===== src/rtl/instr_encoder.sv =====
// Field-record to RV32 instruction encoder with a one-entry registered output stage.
// Each emitted word is tagged with a running byte address; rejected records raise err.
module instr_encoder #(
  parameter int unsigned ADDR_W = 32,
  parameter int unsigned CNT_W  = 16
) (
  input  logic              clk,
  input  logic              rst,
  input  logic              base_load,
  input  logic [ADDR_W-1:0] base_addr,
  input  logic              in_valid,
  output logic              in_ready,
  input  logic [4:0]        op_type,
  input  logic [4:0]        rs1,
  input  logic [4:0]        rs2,
  input  logic [4:0]        rd,
  input  logic [31:0]       offset,
  input  logic [31:0]       immediate,
  output logic              out_valid,
  input  logic              out_ready,
  output logic [31:0]       out_instr,
  output logic [ADDR_W-1:0] out_addr,
  output logic              err,
  output logic [1:0]        err_code,
  output logic [CNT_W-1:0]  count
);

  localparam logic [4:0] I_ADD  = 5'd0;
  localparam logic [4:0] I_ADDI = 5'd1;
  localparam logic [4:0] I_ADDW = 5'd2;
  localparam logic [4:0] I_BEQ  = 5'd3;
  localparam logic [4:0] I_BNE  = 5'd4;
  localparam logic [4:0] I_BLT  = 5'd5;
  localparam logic [4:0] I_LW   = 5'd6;
  localparam logic [4:0] I_SW   = 5'd7;
  localparam logic [4:0] I_JAL  = 5'd8;
  localparam logic [4:0] I_NULL = 5'd9;

  localparam logic [1:0] E_NONE  = 2'b00;
  localparam logic [1:0] E_OP    = 2'b01;
  localparam logic [1:0] E_RANGE = 2'b10;
  localparam logic [1:0] E_ALIGN = 2'b11;

  typedef enum logic {EMPTY, FULL} state_t;

  state_t            state, state_nxt;
  logic [31:0]       word;
  logic [1:0]        code;
  logic [2:0]        br_f3;
  logic              accept, good, bad;
  logic [ADDR_W-1:0] next_addr, tag_addr;

  // Sign-extension checks: the bits above each field's MSB must replicate it.
  logic imm12_ok, off12_ok, off13_ok, off21_ok;
  assign imm12_ok = (&immediate[31:11]) | ~(|immediate[31:11]);
  assign off12_ok = (&offset[31:11]) | ~(|offset[31:11]);
  assign off13_ok = (&offset[31:12]) | ~(|offset[31:12]);
  assign off21_ok = (&offset[31:20]) | ~(|offset[31:20]);

  assign br_f3 = (op_type == I_BEQ) ? 3'b000 : (op_type == I_BNE) ? 3'b001 : 3'b100;

  // Word assembly and rejection reason; code wins over word when non-zero.
  always_comb begin
    word = '0;
    code = E_NONE;
    case (op_type)
      I_ADD:  word = {7'b0, rs2, rs1, 3'b000, rd, 7'b0110011};
      I_ADDW: word = {7'b0, rs2, rs1, 3'b000, rd, 7'b0111011};
      I_ADDI: begin
        word = {immediate[11:0], rs1, 3'b000, rd, 7'b0010011};
        if (!imm12_ok) code = E_RANGE;
      end
      I_LW: begin
        word = {offset[11:0], rs1, 3'b010, rd, 7'b0000011};
        if (!off12_ok) code = E_RANGE;
      end
      I_SW: begin
        word = {offset[11:5], rs2, rs1, 3'b010, offset[4:0], 7'b0100011};
        if (!off12_ok) code = E_RANGE;
      end
      I_BEQ, I_BNE, I_BLT: begin
        word = {offset[12], offset[10:5], rs2, rs1, br_f3, offset[4:1], offset[11], 7'b1100011};
        if (offset[0])      code = E_ALIGN;
        else if (!off13_ok) code = E_RANGE;
      end
      I_JAL: begin
        word = {offset[20], offset[10:1], offset[11], offset[19:12], rd, 7'b1101111};
        if (offset[0])      code = E_ALIGN;
        else if (!off21_ok) code = E_RANGE;
      end
      I_NULL:  word = '0;
      default: code = E_OP;
    endcase
  end

  assign out_valid = (state == FULL);
  assign in_ready  = !out_valid | out_ready;
  assign accept    = in_valid & in_ready;
  assign good      = accept & (code == E_NONE);
  assign bad       = accept & (code != E_NONE);
  assign tag_addr  = base_load ? base_addr : next_addr;

  always_ff @(posedge clk or posedge rst) begin
    if (rst) state <= EMPTY;
    else     state <= state_nxt;
  end

  always_comb begin
    state_nxt = state;
    case (state)
      EMPTY: if (good) state_nxt = FULL;
      FULL:  if (out_ready) state_nxt = good ? FULL : EMPTY;
      default: state_nxt = EMPTY;
    endcase
  end

  // Output word, address tagging, error reporting and emitted-word counter.
  always_ff @(posedge clk or posedge rst) begin
    if (rst) begin
      out_instr <= '0;
      out_addr  <= '0;
      next_addr <= '0;
      err       <= 1'b0;
      err_code  <= E_NONE;
      count     <= '0;
    end else begin
      err <= bad;
      if (bad) err_code <= code;
      if (good) begin
        out_instr <= word;
        out_addr  <= tag_addr;
        next_addr <= tag_addr + ADDR_W'(4);
      end else if (base_load) begin
        next_addr <= base_addr;
      end
      if (out_valid && out_ready && (count != '1)) count <= count + CNT_W'(1);
    end
  end

endmodule

===== config.mk =====
export PLATFORM = sky130hd
export DESIGN_NAME = instr_encoder
export DESIGN_NICKNAME = d
export VERILOG_FILES = /design/src/rtl/instr_encoder.sv
export SDC_FILE = /design/constraint.sdc
export NUM_CORES = 1
export LEC_CHECK = 0
export ABC_AREA = 1
export CAP_MARGIN = 30
export CORE_MARGIN = 2
export CORE_UTILIZATION = 40
export CTS_CLUSTER_DIAMETER = 40
export DETAILED_ROUTE_END_ITERATION = 8
export MAX_ROUTING_LAYER = met4
export PLACE_DENSITY_LB_ADDON = 0.1
export SYNTH_ARGS = -nofsm -noshare
export SYNTH_HDL_FRONTEND = slang
export SYNTH_SLANG_ARGS = --single-unit

===== constraint.sdc =====
create_clock -name clk -period 4.59 [get_ports clk]
set_input_delay 0.459 -clock clk [delete_from_list [all_inputs] [get_ports clk]]
set_output_delay 0.459 -clock clk [all_outputs]
set_load 0.05 [all_outputs]

# == Yosys cells after proc, flatten, opt, wreduce, memory -nomap -nowiden ==
# Cells that the tools add are included.
# Widths: inputs -> output; s select.
# totals
register_bits,116
wordCells,64
rom_bits,0
ram_bits,0
memories,0
latch_bits,0
# classes
bitwise,13
eq_ne,10
n_shift,0
magnitude_cmp,0
muxes,15
n_reduce_logical,17
addsub,2
n_mul,0
div,0
# ops
operator,count
$pmux 32 s7,1
$mux 32,2
$reduce_and 21->1,2
$reduce_or 21->1,2
$add 32x3->32 const B,1
$eq 5x3->1 const B,4
$reduce_and 20->1,1
$reduce_or 20->1,1
$add 16x1->16 const B,1
$ne 16x16->1 const B,1
$mux 2,6
$reduce_and 12->1,1
$reduce_or 12->1,1
$eq 5x2->1 const B,2
$eq 5x4->1 const B,2
$pmux 2 s5,1
$mux 3,2
$reduce_or 3->1,2
$eq 5x1->1 const B,1
$logic_not 5->1,1
$not 1->1,5
$or 1x1->1,5
$and 1x1->1,3
$logic_and 1x1->1,2
other kinds (6),7

# == Logic depth before layout (Yosys ltp) ==
# Gate-level depths: netlist of the first run.
# depth
ltp_word,11
depth_mapped,15
mapped_depth_nobuf,14

# == Worst setup path after synthesis of the first run ==
# Ideal clock, no wire load.
# synth_timing
path_kind,input-to-reg
from,input port base_load
to,register next_addr[30]
path_stages,15
arrival_ns,2.045
slack_ns,2.428
setup_ns,0.117
n_path_buf,2
t_required_ns,4.473
path_cell_list,buf_4 -> buf_6 -> nand2_1 -> o21ai_0 -> inv_1 -> ha_1 -> inv_1 -> nor2_4 -> inv_1 -> nor2_1 -> nand2_1 -> nand2_1 -> nand2_1 -> nand3_1 -> nand2_1
# synth_between
elab_chain_len,3
# synth_rtl
item,line_no,source
start: declaration,9,"input logic base_load,"
$mux 32,--,
via tag_addr[2],51,"logic [ADDR_W-1:0] next_addr, tag_addr;"
$add 32x3->32,132,next_addr <= tag_addr + ADDR_W'(4);
$mux 32,129,if (good) begin
end signal: assignment,132,
end signal: assignment,134,next_addr <= base_addr;
end: declaration,51,
# The timed path passes the listed nets, and every way through them passes these cells.
# A chain may end at the register's enable or synchronous reset.

# == Worst setup path after layout of the first run ==
# layout_timing
from,input port op_type[4]
to,register out_addr[27]
# layout_between
elab_chain_len,5
elab_cells_between_ends,16
# layout_rtl
item,line_no,source
start: declaration,13,"input logic [4:0] op_type,"
"$eq 5x4->1, or another cell as far along",66,case (op_type)
"$reduce_or 3->1 (no line), or another cell as far along",--,
$pmux 2 s5 (*),66,
$logic_not 2->1 (*),99,assign good = accept & (code == E_NONE);
$and 1x1->1 (*),99,
end signal: assignment,131,out_addr <= tag_addr;
end: declaration,22,"output logic [ADDR_W-1:0] out_addr,"
# Every way passes the cells marked *; elsewhere a longest branch is shown, timed or not.

==> results of run 1 <==
-- power by group through the flow --
stage          clock [mW]  sequential [mW]  combinational, mW
5_1_grt              1.40             1.32               1.45
4_1_cts              1.35             1.30               1.36
6_report             1.33             1.29               1.36
2_1_floorplan           0             1.78              0.381
3_5_place_dp            0             1.31               1.36
3_3_place_gp            0             1.31               1.35
-- kinds of logic after synthesis --
logic type	Yosys count	share of synthesized area
AOI/OAI and AO/OA	38	0.0329
xor gates and xnor gates	28	0.0356
adders and majority gates	2	0.00364
buffers and inverters	83	0.0633
DFF	115	0.418
and+or+nand+nor	743	0.446
-- cell usage after synthesis (8+ instances only) --
master / n / area, µm²
sky130_fd_sc_hd__nand2_2: 8 / 50.1
sky130_fd_sc_hd__nand3b_1: 9 / 67.6
sky130_fd_sc_hd__inv_1: 37 / 139
sky130_fd_sc_hd__nand4_1: 13 / 81.3
sky130_fd_sc_hd__xor2_1: 20 / 175
sky130_fd_sc_hd__xnor2_1: 8 / 70.1
sky130_fd_sc_hd__nand3_1: 119 / 596
sky130_fd_sc_hd__buf_2: 15 / 75.1
sky130_fd_sc_hd__dfrtp_1: 115 / 2880
sky130_fd_sc_hd__nand2_1: 472 / 1770
sky130_fd_sc_hd__buf_4: 12 / 90.1
sky130_fd_sc_hd__nor2_1: 108 / 405
sky130_fd_sc_hd__buf_6: 8 / 90.1
sky130_fd_sc_hd__o21ai_0: 22 / 110
-- layout make-up --
type	instances	area, µm²
clock buffer	21	450
clock inverter	11	135
fill	1656	7100
inverter	42	160
multi-input combinational	811	3580
sequential	115	2880
tap	220	275
timing repair buffer	212	2120
-- state kept, by name, summed over array words and instances (netlist names) --
signal     count
count         16
err            1
err_code       2
next_addr     32
out_addr      32
out_instr     31
out_valid      1
-- per-layer routing --
metal,GRT usage,up-vias
met5,-,-
met4,0.0874,0
met3,0.0587,36
met2,0.349,234
met1,0.328,3182
li1,-,3590
-- worst max-delay path by stage --
stage	startpoint	end	slack (ns)	depth (start not counted)
after floorplan	rst	count[0]	1.09	1
after global placement	base_load	next_addr[30]	1.39	14
after detailed placement	op_type[4]	out_addr[27]	1.39	11
after CTS	op_type[4]	out_addr[27]	1.81	11
after global routing	op_type[4]	out_instr[19]	1.53	11
final	op_type[4]	out_addr[27]	1.80	11
-- cell usage in the layout (no fill, tap or decap), types with 5 or more instances in the layout --
cell type / synthesis / layout
sky130_fd_sc_hd__nand2_1: 472 / 472
sky130_fd_sc_hd__nand3_1: 119 / 119
sky130_fd_sc_hd__dfrtp_1: 115 / 115
sky130_fd_sc_hd__clkbuf_16: 0 / 17
sky130_fd_sc_hd__xor2_1: 20 / 20
sky130_fd_sc_hd__buf_4: 12 / 6
sky130_fd_sc_hd__clkinv_2: 0 / 6
sky130_fd_sc_hd__inv_1: 37 / 36
sky130_fd_sc_hd__nand3b_1: 9 / 9
sky130_fd_sc_hd__nor2_1: 108 / 108
sky130_fd_sc_hd__nand2_2: 8 / 7
sky130_fd_sc_hd__clkdlybuf4s50_1: 0 / 205
sky130_fd_sc_hd__nand4_1: 13 / 13
sky130_fd_sc_hd__o21ai_0: 22 / 22
sky130_fd_sc_hd__xnor2_1: 8 / 8
sky130_fd_sc_hd__inv_2: 5 / 5
-- through the flow --
| stage | utilization | setup WS [ns] |
|---|---|---|
| floorplan | - | 1.09 |
| global placement | 0.538 | 1.39 |
| detailed placement | 0.538 | 1.39 |
| CTS | 0.573 | 1.81 |
| global route | 0.575 | 1.53 |
| finish | 0.575 | 1.80 |
==> metrics.txt, run 1 <==
# TYPE chip_impl_metric gauge
chip_impl_info{name="criticalPathCategory",value="input port to flop"} 1
chip_impl_metric{name="clkPwrFrac",unit=""} 0.334
chip_impl_metric{name="power_density",unit="nW/µm²"} 414
chip_impl_metric{name="worst_ep_required_time",unit="ns"} 4.94
chip_impl_metric{name="synth-warning-count",unit=""} 0
chip_impl_metric{name="remaining_drc_errors",unit=""} 0
chip_impl_metric{name="final_max_slew_viols",unit=""} 0
chip_impl_metric{name="swShare",unit=""} 0.370
chip_impl_metric{name="clk_latency",unit="ns"} 0.42
chip_impl_metric{name="worst_setup_hold_path_clk_slew",unit="ns"} 0.05
chip_impl_info{name="r2r_end",value="next_addr[26]"} 1
chip_impl_metric{name="route.layer.met1.wl",unit="µm"} 9690
chip_impl_metric{name="min_clock_period_post_route",unit="ns"} 2.79
chip_impl_info{name="hold_class",value="input port to async pin"} 1
chip_impl_metric{name="globalRoute.totalOverflow",unit=""} 0
chip_impl_info{name="path_cells",value="clkdlybuf4s50_1 > nor2_1 > nand3_2 > nand2_1 > nor2_1 > nand3_1 > nand2_2 > nor2_4 > buf_4 > nand3_1 > nand2_1"} 1
chip_impl_metric{name="crit_path_max_fanout",unit=""} 93
chip_impl_metric{name="cts-buffers-inserted",unit=""} 17
chip_impl_info{name="synth_ff_type",value="sky130_fd_sc_hd__dfrtp_1"} 1
chip_impl_metric{name="die-width",unit="µm"} 135
chip_impl_metric{name="core_region_area",unit="µm²"} 16700
chip_impl_metric{name="finish.instance_area",unit="µm²"} 9600
chip_impl_metric{name="skew",unit="ns"} 0.00679
chip_impl_metric{name="synth_seq_area_share",unit=""} 0.418
chip_impl_metric{name="post_synthesis_cell_type_count",unit=""} 31
chip_impl_metric{name="floorplan.rows",unit=""} 47
chip_impl_metric{name="drt_iter0_markers",unit=""} 540
chip_impl_metric{name="wire_per_inst",unit="µm"} 14.4
chip_impl_metric{name="setup_viol_count_final",unit=""} 0
chip_impl_metric{name="internal_power",unit="mW"} 2.51
chip_impl_metric{name="clock_sinks",unit=""} 115
chip_impl_metric{name="detail_route.vias_per_cell",unit=""} 4.92
chip_impl_metric{name="timing.critical_path.buf_inv",unit=""} 2
chip_impl_info{name="critical-path-top-delay-family",value="simple AND/OR/NAND/NOR gates"} 1
chip_impl_metric{name="synth-seq-cells",unit=""} 115
chip_impl_metric{name="cts.htree.levels",unit=""} 4
chip_impl_metric{name="syn-instance-count",unit=""} 1009
chip_impl_info{name="timing.critical_path.from_type",value="input port"} 1
chip_impl_metric{name="final.period_utilization",unit=""} 0.609
chip_impl_metric{name="syn_area_per_cell",unit="µm²"} 6.82
chip_impl_metric{name="first_global_vias",unit=""} 6501
chip_impl_info{name="grt_setup_unrepaired",value="no"} 1
chip_impl_metric{name="post-cts-setup-buffers",unit=""} 0
chip_impl_metric{name="finalHoldViolations",unit=""} 0
chip_impl_metric{name="rr_worst_depth",unit=""} 12
chip_impl_metric{name="dr.pass1.iters",unit=""} 5
chip_impl_metric{name="initial_antenna_violation_count",unit=""} 0
chip_impl_metric{name="power.combinational.fraction",unit=""} 0.341
chip_impl_metric{name="globalRouteTotalUtil",unit=""} 0.240
chip_impl_metric{name="max-cap-violations",unit=""} 0
chip_impl_metric{name="postPlaceCellArea",unit="µm²"} 8990
chip_impl_metric{name="grt_start_max_net_pins",unit=""} 95
chip_impl_metric{name="die_area",unit="µm²"} 18300
chip_impl_metric{name="antenna_violating_nets_post_route",unit=""} 0
chip_impl_info{name="critical_path.reg2reg.startpoint",value="next_addr[2]"} 1
chip_impl_metric{name="mappedNetlistArea",unit="µm²"} 6880
chip_impl_metric{name="mappedNetlistNets",unit=""} 1132
chip_impl_metric{name="sequential_fraction_of_design_power",unit=""} 0.325
chip_impl_metric{name="finalPower",unit="mW"} 3.98
chip_impl_metric{name="floorplan.die.height",unit="µm"} 135
chip_impl_info{name="maxUsedRoutingLayer",value="met4"} 1
chip_impl_metric{name="timing.setup.tns",unit="ns"} 0
chip_impl_metric{name="rrSetupSlack",unit="ns"} 2.52
chip_impl_metric{name="ios",unit=""} 206
chip_impl_metric{name="max_slew_margin",unit=""} 0.345
chip_impl_metric{name="io_buffer_count",unit=""} 205
chip_impl_metric{name="finalWirelength",unit="µm"} 20600
chip_impl_info{name="cts_root_buf",value="sky130_fd_sc_hd__clkbuf_16"} 1
chip_impl_metric{name="ctsLongestPathBuffers",unit=""} 2
chip_impl_info{name="run_status",value="completed"} 1
chip_impl_metric{name="number_of_flops_mapped_to_enable_cells_by_yosys",unit=""} 0
chip_impl_metric{name="postCtsResizedCells",unit=""} 0
chip_impl_metric{name="post_cts_hold_buffer_count",unit=""} 0
chip_impl_metric{name="power_switching",unit="mW"} 1.47
chip_impl_metric{name="max_stage_delay",unit="ns"} 0.77
chip_impl_metric{name="arrival_time_at_the_worst_endpoint",unit="ns"} 3.14
chip_impl_info{name="crit_slowest_cell",value="sky130_fd_sc_hd__buf_4"} 1
chip_impl_metric{name="finalNetCount",unit=""} 1322
chip_impl_metric{name="layout-area-overhead-vs-synth",unit="%"} 39.5
chip_impl_metric{name="grt_first_pass_wirelength",unit="µm"} 33500
chip_impl_metric{name="cellLeakagePower",unit="nW"} 4.65
chip_impl_metric{name="layout.cells.non_filler",unit=""} 1432
chip_impl_metric{name="final_layout_size_suffix_gt1_frac",unit=""} 0.0495
chip_impl_metric{name="sum_of_met3_wire_segment_lengths_after_detailed_routing",unit="µm"} 1440
chip_impl_metric{name="final_layout_worst_hold_slack",unit="ns"} 0.381
chip_impl_metric{name="dr_total_vias",unit=""} 7042
chip_impl_metric{name="place_congestion",unit=""} 0.932
chip_impl_metric{name="async_set_or_reset_register_ratio_after_synthesis",unit=""} 1.00
chip_impl_info{name="tritoncts",value="built"} 1
chip_impl_metric{name="timing_worst_slew_pin_value",unit="ns"} 0.983
chip_impl_metric{name="vdd.ir_drop.worst",unit="V"} 0.000292
chip_impl_metric{name="dpl_cells",unit=""} 1399
chip_impl_metric{name="antennaDiodeCount",unit=""} 0
chip_impl_metric{name="initial_core_utilization",unit=""} 0.412
chip_impl_info{name="critPathCaptureType",value="flop"} 1
chip_impl_metric{name="place_hpwl",unit="µm"} 15000
chip_impl_metric{name="met2_wirelength",unit="µm"} 8980
chip_impl_metric{name="fmax",unit="MHz"} 358
(Power assumes the default switching activity.)
==> inputs of run 2 (changes only) <==
==> constraint.sdc (replaced) <==
create_clock -name clk -period 2.6 [get_ports clk]
set_input_delay 0.26 -clock clk [delete_from_list [all_inputs] [get_ports clk]]
set_output_delay 0.26 -clock clk [all_outputs]
set_load 0.05 [all_outputs]
==> run 2 against run 1 <==
Power grew 73%. Sequential cell count unchanged. Global-route usage up 0.97 points. Register-to-register slack worse by 2.0 ns. Setup slack lost 1.4 ns. Core utilization increased by 2.6 points. Clock-buffer cell count down 1. Wire length rose by 3.2%. Non-clock buffer count grew 57. Sequential power rose by 77%.
==> metrics.txt, run 2 (same netlist as run 1, synthesis figures left out) <==
# TYPE chip_impl_metric gauge
chip_impl_info{name="run_status",value="completed"} 1
chip_impl_metric{name="ios",unit=""} 206
chip_impl_info{name="hold_class",value="input port to async pin"} 1
chip_impl_metric{name="io_buffer_count",unit=""} 205
chip_impl_metric{name="power_density",unit="nW/µm²"} 687
chip_impl_metric{name="multiInputGateArea",unit="µm²"} 3580
chip_impl_metric{name="floorplan.rows",unit=""} 47
chip_impl_metric{name="clkPwrFrac",unit=""} 0.307
chip_impl_metric{name="dr.pass1.iters",unit=""} 5
chip_impl_metric{name="post_cts_hold_buffer_count",unit=""} 0
chip_impl_info{name="most-common-layout-cells",value="472 x sky130_fd_sc_hd__nand2_1, 205 x sky130_fd_sc_hd__clkdlybuf4s50_1, 119 x sky130_fd_sc_hd__nand3_1, 115 x sky130_fd_sc_hd__dfrtp_1, 108 x sky130_fd_sc_hd__nor2_1"} 1
chip_impl_info{name="tritoncts",value="built"} 1
chip_impl_metric{name="initial_antenna_violation_count",unit=""} 0
chip_impl_metric{name="final_max_slew_viols",unit=""} 0
chip_impl_metric{name="antenna_violating_nets_post_route",unit=""} 0
chip_impl_metric{name="fmax",unit="MHz"} 455
chip_impl_metric{name="initial_core_utilization",unit=""} 0.412
chip_impl_metric{name="floorplan.die.height",unit="µm"} 135
chip_impl_metric{name="internal_power",unit="mW"} 4.28
chip_impl_info{name="reg_top3",value="next_addr (32), out_addr (32), out_instr (31)"} 1
chip_impl_metric{name="antennaDiodeCount",unit=""} 0
chip_impl_metric{name="vdd.ir_drop.worst",unit="V"} 0.000521
chip_impl_metric{name="timing_worst_slew_pin_value",unit="ns"} 0.607
chip_impl_metric{name="max_slew_margin",unit=""} 0.595
chip_impl_metric{name="swShare",unit=""} 0.379
chip_impl_metric{name="cts-buffers-inserted",unit=""} 17
chip_impl_info{name="critPathCaptureType",value="flop"} 1
chip_impl_metric{name="power_switching",unit="mW"} 2.61
chip_impl_metric{name="worst_ep_required_time",unit="ns"} 2.96
chip_impl_metric{name="wire_per_inst",unit="µm"} 14.3
chip_impl_metric{name="min_clock_period_post_route",unit="ns"} 2.20
chip_impl_metric{name="ctsLongestPathBuffers",unit=""} 2
chip_impl_metric{name="finalHoldViolations",unit=""} 0
chip_impl_metric{name="skew",unit="ns"} 0.00687
chip_impl_metric{name="finalWirelength",unit="µm"} 21300
chip_impl_metric{name="power.combinational.fraction",unit=""} 0.362
chip_impl_metric{name="remaining_drc_errors",unit=""} 0
chip_impl_metric{name="finalPower",unit="mW"} 6.90
chip_impl_metric{name="layout-area-overhead-vs-synth",unit="%"} 45.9
chip_impl_metric{name="place_hpwl",unit="µm"} 16000
chip_impl_info{name="timing.critical_path.from_type",value="input port"} 1
chip_impl_metric{name="final_util",unit=""} 0.601
chip_impl_info{name="criticalPathCategory",value="input port to flop"} 1
chip_impl_metric{name="globalRoute.totalOverflow",unit=""} 0
chip_impl_metric{name="cellLeakagePower",unit="nW"} 4.93
chip_impl_metric{name="setup_viol_count_final",unit=""} 0
chip_impl_metric{name="clock_sinks",unit=""} 115
chip_impl_metric{name="filler_cell_count",unit=""} 1634
chip_impl_metric{name="timing.setup.tns",unit="ns"} 0
chip_impl_metric{name="max-cap-violations",unit=""} 0
chip_impl_metric{name="grt_start_max_net_pins",unit=""} 61
chip_impl_metric{name="final_layout_size_suffix_gt1_frac",unit=""} 0.0915
chip_impl_metric{name="detail_route.vias_per_cell",unit=""} 4.89
chip_impl_metric{name="finalNetCount",unit=""} 1379
chip_impl_metric{name="sequential_fraction_of_design_power",unit=""} 0.331
chip_impl_metric{name="drt_iter0_markers",unit=""} 480
chip_impl_metric{name="die-width",unit="µm"} 135
chip_impl_metric{name="postCtsResizedCells",unit=""} 0
chip_impl_metric{name="clk_latency",unit="ns"} 0.42
chip_impl_metric{name="crit_path_max_fanout",unit=""} 26
chip_impl_info{name="grt_setup_unrepaired",value="no"} 1
chip_impl_metric{name="place_congestion",unit=""} 0.927
chip_impl_metric{name="grt_first_pass_wirelength",unit="µm"} 34800
chip_impl_info{name="layout.cells.most_common",value="sky130_fd_sc_hd__nand2_1"} 1
chip_impl_metric{name="globalRouteTotalUtil",unit=""} 0.250
chip_impl_metric{name="final.period_utilization",unit=""} 0.846
chip_impl_metric{name="ff_latch_area",unit="µm²"} 2880
chip_impl_metric{name="cts.htree.levels",unit=""} 4
chip_impl_metric{name="core_region_area",unit="µm²"} 16700
chip_impl_info{name="cts_root_buf",value="sky130_fd_sc_hd__clkbuf_16"} 1
chip_impl_metric{name="die_area",unit="µm²"} 18300
chip_impl_metric{name="worst_setup_hold_path_clk_slew",unit="ns"} 0.05
chip_impl_metric{name="dr_total_vias",unit=""} 7272
chip_impl_metric{name="arrival_time_at_the_worst_endpoint",unit="ns"} 2.56
chip_impl_metric{name="post-cts-setup-buffers",unit=""} 0
chip_impl_metric{name="first_global_vias",unit=""} 6905
-- run 2: changes by cell type in the layout (fill, tap and decap cells not counted), sizes merged --
cell | before | now
buf | 7 | 64
bufinv | 3 | 1
clkbuf | 21 | 20
clkinvlp | 2 | 5
inv | 42 | 41
-- run 2: power groups by stage --
| stage | logic (mW) | registers, mW | clock network (mW) |
|---|---|---|---|
| after floorplan | 0.674 | 3.14 | 0 |
| after global placement | 2.49 | 2.31 | 0 |
| after detailed placement | 2.50 | 2.31 | 0 |
| after CTS | 2.51 | 2.29 | 2.15 |
| after global routing | 2.68 | 2.32 | 2.24 |
| final | 2.50 | 2.28 | 2.12 |
-- run 2: final timing paths --
check	end	startpoint	slack, ns	depth (start not counted)
setup / recovery	next_addr[14]	base_load	0.40	14
hold / removal	out_instr[15]	rst	0.27	2
setup reg to reg	count[12]	count[0]	0.55	9
hold reg to reg	out_addr[15]	out_addr[15]	0.47	2
max in group asynchronous	next_addr[7]	rst	1.63	3
min in group clk	next_addr[1]	base_addr[1]	0.43	3
-- run 2: metal layers --
metal,up-vias,track usage,part of all wire
met2,251,0.366,0.44
met1,3296,0.343,0.47
met5,-,-,0
met4,0,0.0718,0.017
met3,25,0.0662,0.077
li1,3700,-,-
-- run 2: area by class of cell --
type	count	share of cell area
sequential	115	0.287
clock buffer	20	0.0435
timing repair buffer	269	0.261
tap	220	0.0274
multi-input combinational	811	0.357
clock inverter	11	0.00897
inverter	42	0.0161
-- run 2: critical path, cell delays in order --
cell and delay (ns):
sky130_fd_sc_hd__clkdlybuf4s50_1 0.45, sky130_fd_sc_hd__buf_12 0.18, sky130_fd_sc_hd__inv_2 0.08, sky130_fd_sc_hd__buf_4 0.17, sky130_fd_sc_hd__nand2_1 0.06, sky130_fd_sc_hd__nand2_1 0.11, sky130_fd_sc_hd__nand2_1 0.13, sky130_fd_sc_hd__nor2_1 0.18
sky130_fd_sc_hd__nand2_1 0.10, sky130_fd_sc_hd__nor2_1 0.31, sky130_fd_sc_hd__buf_4 0.18, sky130_fd_sc_hd__xor2_1 0.13, sky130_fd_sc_hd__nand3_1 0.09, sky130_fd_sc_hd__nand2_1 0.10
-- run 2: metrics by stage --
| step | instance area [µm²] | hold WS (ns) | worst slack (ns) | std cells |
|---|---|---|---|---|
| floorplan | 6890 | 0.397 | 0.606 | 1009 |
| global placement | 9510 | 0.454 | 0.0521 | 1457 |
| detailed placement | 9510 | 0.458 | 0.0524 | 1457 |
| CTS | 10000 | 0.282 | 0.445 | 1488 |
| global route | 10000 | 0.317 | 0.178 | 1488 |
| finish | 10000 | 0.266 | 0.400 | 1488 |
==> inputs of run 3 (changes only) <==
==> constraint.sdc (replaced) <==
create_clock -name clk -period 1.94 [get_ports clk]
set_input_delay 0.194 -clock clk [delete_from_list [all_inputs] [get_ports clk]]
set_output_delay 0.194 -clock clk [all_outputs]
set_load 0.05 [all_outputs]
==> run 3 against run 2 <==
Clock power grew 67%. Largest cell class unchanged. Critical endpoint is now out_addr[26]. Largest power group unchanged. Sequential share of layout area fell by 2.2 points. Critical path type unchanged. Final cell count is 5.0% higher.
==> metrics.txt, run 3 (same netlist as run 1, synthesis figures left out) <==
# TYPE chip_impl_metric gauge
chip_impl_metric{name="finalPower",unit="mW"} 10.1
chip_impl_metric{name="first_global_vias",unit=""} 7276
chip_impl_metric{name="cts.htree.levels",unit=""} 4
chip_impl_metric{name="sequential_fraction_of_design_power",unit=""} 0.302
chip_impl_metric{name="drt_iter0_markers",unit=""} 559
chip_impl_metric{name="detail_route.vias_per_cell",unit=""} 4.90
chip_impl_metric{name="internal_power",unit="mW"} 6.50
chip_impl_info{name="reg_top3",value="next_addr (32), out_addr (32), out_instr (31)"} 1
chip_impl_metric{name="finalHoldViolations",unit=""} 0
chip_impl_metric{name="antennaDiodeCount",unit=""} 0
chip_impl_metric{name="clkPwrFrac",unit=""} 0.348
chip_impl_info{name="layout.cells.most_common",value="sky130_fd_sc_hd__nand2_1"} 1
chip_impl_info{name="criticalPathCategory",value="input port to flop"} 1
chip_impl_metric{name="rr_worst_depth",unit=""} 9
chip_impl_metric{name="fmax",unit="MHz"} 527
chip_impl_metric{name="grt_start_max_net_pins",unit=""} 57
chip_impl_info{name="run_status",value="completed"} 1
chip_impl_info{name="maxUsedRoutingLayer",value="met4"} 1
chip_impl_metric{name="finalNetCount",unit=""} 1453
chip_impl_metric{name="final_layout_worst_hold_slack",unit="ns"} 0.175
chip_impl_metric{name="globalRoute.totalOverflow",unit=""} 0
chip_impl_metric{name="ios",unit=""} 206
chip_impl_metric{name="layout-area-overhead-vs-synth",unit="%"} 58.0
chip_impl_metric{name="finalWirelength",unit="µm"} 22800
chip_impl_metric{name="initial_core_utilization",unit=""} 0.412
chip_impl_info{name="tritoncts",value="built"} 1
chip_impl_metric{name="vdd.ir_drop.worst",unit="V"} 0.000643
chip_impl_metric{name="clk_latency",unit="ns"} 0.42
chip_impl_metric{name="swShare",unit=""} 0.359
chip_impl_metric{name="crit_path_max_fanout",unit=""} 21
chip_impl_metric{name="place_hpwl",unit="µm"} 16800
chip_impl_metric{name="final_layout_size_suffix_gt1_frac",unit=""} 0.154
chip_impl_metric{name="arrival_time_at_the_worst_endpoint",unit="ns"} 2.20
chip_impl_metric{name="timing_worst_slew_pin_value",unit="ns"} 0.603
chip_impl_metric{name="rrSetupSlack",unit="ns"} 0.18
chip_impl_metric{name="dr_total_vias",unit=""} 7660
chip_impl_metric{name="cellLeakagePower",unit="nW"} 5.46
chip_impl_info{name="cts_root_buf",value="sky130_fd_sc_hd__clkbuf_16"} 1
chip_impl_metric{name="floorplan.rows",unit=""} 47
chip_impl_info{name="timing.critical_path.from_type",value="input port"} 1
chip_impl_metric{name="filler_cell_count",unit=""} 1487
chip_impl_metric{name="met2_wirelength",unit="µm"} 10000
chip_impl_metric{name="floorplan.die.height",unit="µm"} 135
chip_impl_metric{name="worst_setup_hold_path_clk_slew",unit="ns"} 0.06
chip_impl_metric{name="place_congestion",unit=""} 1.00
chip_impl_metric{name="power_density",unit="nW/µm²"} 933
chip_impl_metric{name="antenna_violating_nets_post_route",unit=""} 0
chip_impl_metric{name="die_area",unit="µm²"} 18300
chip_impl_metric{name="cts-buffers-inserted",unit=""} 17
chip_impl_info{name="most-common-layout-cells",value="472 x sky130_fd_sc_hd__nand2_1, 198 x sky130_fd_sc_hd__clkdlybuf4s50_1, 124 x sky130_fd_sc_hd__buf_4, 118 x sky130_fd_sc_hd__nand3_1, 112 x sky130_fd_sc_hd__dfrtp_1"} 1
chip_impl_metric{name="final_max_slew_viols",unit=""} 0
chip_impl_metric{name="globalRouteTotalUtil",unit=""} 0.259
chip_impl_metric{name="route.layer.met1.wl",unit="µm"} 10600
chip_impl_metric{name="core_region_area",unit="µm²"} 16700
chip_impl_metric{name="max-cap-violations",unit=""} 0
chip_impl_metric{name="dr.pass1.iters",unit=""} 5
chip_impl_metric{name="final.period_utilization",unit=""} 0.978
chip_impl_info{name="r2r_end",value="count[12]"} 1
chip_impl_metric{name="ctsLongestPathBuffers",unit=""} 2
chip_impl_info{name="timing.critical_path.from",value="immediate[11]"} 1
chip_impl_metric{name="initial_antenna_violation_count",unit=""} 0
chip_impl_metric{name="power.combinational.fraction",unit=""} 0.349
chip_impl_metric{name="min_clock_period_post_route",unit="ns"} 1.90
chip_impl_info{name="hold_class",value="input port to async pin"} 1
chip_impl_metric{name="max_slew_margin",unit=""} 0.597
chip_impl_metric{name="setup_viol_count_final",unit=""} 0
chip_impl_metric{name="wire_per_inst",unit="µm"} 14.6
chip_impl_metric{name="skew",unit="ns"} 0.00638
chip_impl_metric{name="io_buffer_count",unit=""} 205
chip_impl_metric{name="power_switching",unit="mW"} 3.65
chip_impl_metric{name="ff_latch_area",unit="µm²"} 2880
chip_impl_metric{name="clock_sinks",unit=""} 115
chip_impl_metric{name="sum_of_met3_wire_segment_lengths_after_detailed_routing",unit="µm"} 1710
chip_impl_info{name="critical_path.reg2reg.startpoint",value="count[0]"} 1
chip_impl_metric{name="die-width",unit="µm"} 135
chip_impl_metric{name="remaining_drc_errors",unit=""} 0
chip_impl_info{name="critPathCaptureType",value="flop"} 1
chip_impl_metric{name="multiInputGateArea",unit="µm²"} 3620
chip_impl_metric{name="worst_ep_required_time",unit="ns"} 2.24
chip_impl_info{name="grt_setup_unrepaired",value="yes"} 1
chip_impl_metric{name="grt_first_pass_wirelength",unit="µm"} 36200
==> run 3: changes by cell type in the layout (fill, tap and decap cells not counted), moves of 4 or more <==
cell	before	now
sky130_fd_sc_hd__buf_4	57	124
sky130_fd_sc_hd__bufinv_16	1	5
sky130_fd_sc_hd__nor2_2	2	10
sky130_fd_sc_hd__clkinv_2	6	1
sky130_fd_sc_hd__dlymetal6s2s_1	0	6
sky130_fd_sc_hd__nor2_1	108	100
sky130_fd_sc_hd__clkdlybuf4s50_1	205	198
==> run 3: what timing repair did <==
item	in CTS	in global routing
gates cloned	0	3
hold buffers	0	0
setup endpoints to repair	2	66
setup buffers	0	1
pin swaps	0	1
resized for setup	2	18
==> run 3: layout make-up <==
class | instances | share of cell area
clock buffers | 20 | 0.0420
clock inverters | 12 | 0.0188
inverters | 42 | 0.0151
multi-input cells | 811 | 0.333
flip-flops and latches | 115 | 0.265
well taps | 220 | 0.0253
repair buffers | 343 | 0.301
==> run 3: power groups by stage <==
| stage | clock [mW] | sequential (mW) | combinational, mW |
|---|---|---|---|
| after floorplan | 0 | 4.22 | 0.904 |
| after global placement | 0 | 3.09 | 3.49 |
| after detailed placement | 0 | 3.10 | 3.50 |
| after CTS | 3.58 | 3.07 | 3.52 |
| after global routing | 3.69 | 3.12 | 3.78 |
| final | 3.54 | 3.07 | 3.54 |
==> run 3: how the worst max path moves through the flow <==
stage	depth (start not counted)	to	slack, ns
5_1_grt	14	out_addr[26]	-0.02
3_5_place_dp	13	next_addr[29]	-0.44
3_3_place_gp	13	next_addr[29]	-0.43
2_1_floorplan	8	out_addr[0]	0.003
4_1_cts	1	count[9]	0.02
6_report	12	out_addr[26]	0.04
==> run 3: through the flow <==
step / std cells / worst slack [ns] / cell area (µm²) / utilization / TNS [ns]
finish: 1563 / 0.0418 / 10900 / 0.651 / 0
global route: 1563 / -0.0221 / 10900 / 0.651 / -0.0940
CTS: 1559 / 0.0198 / 10700 / 0.643 / 0
detailed placement: 1527 / -0.436 / 10100 / 0.604 / -28.70
global placement: 1527 / -0.425 / 10100 / 0.604 / -27.78
floorplan: 1009 / 0.00276 / 6890 / - / 0
==> run 3: routing by layer <==
metal,GRT usage,vias up
met5,-,-
met4,0.0828,0
met3,0.0587,32
met2,0.376,297
met1,0.361,3486
li1,-,3845
==> run 3: worst max-delay path: stages <==
cell and delay [ns]:
sky130_fd_sc_hd__clkdlybuf4s50_1 0.43, sky130_fd_sc_hd__or2_2 0.31, sky130_fd_sc_hd__nor2_1 0.12, sky130_fd_sc_hd__nand3_1 0.09, sky130_fd_sc_hd__nand3_1 0.11, sky130_fd_sc_hd__nand3_1 0.16
sky130_fd_sc_hd__nor2_4 0.18, sky130_fd_sc_hd__buf_12 0.17, sky130_fd_sc_hd__nand2_8 0.10, sky130_fd_sc_hd__buf_12 0.18, sky130_fd_sc_hd__nand2_1 0.08, sky130_fd_sc_hd__nand2_1 0.07
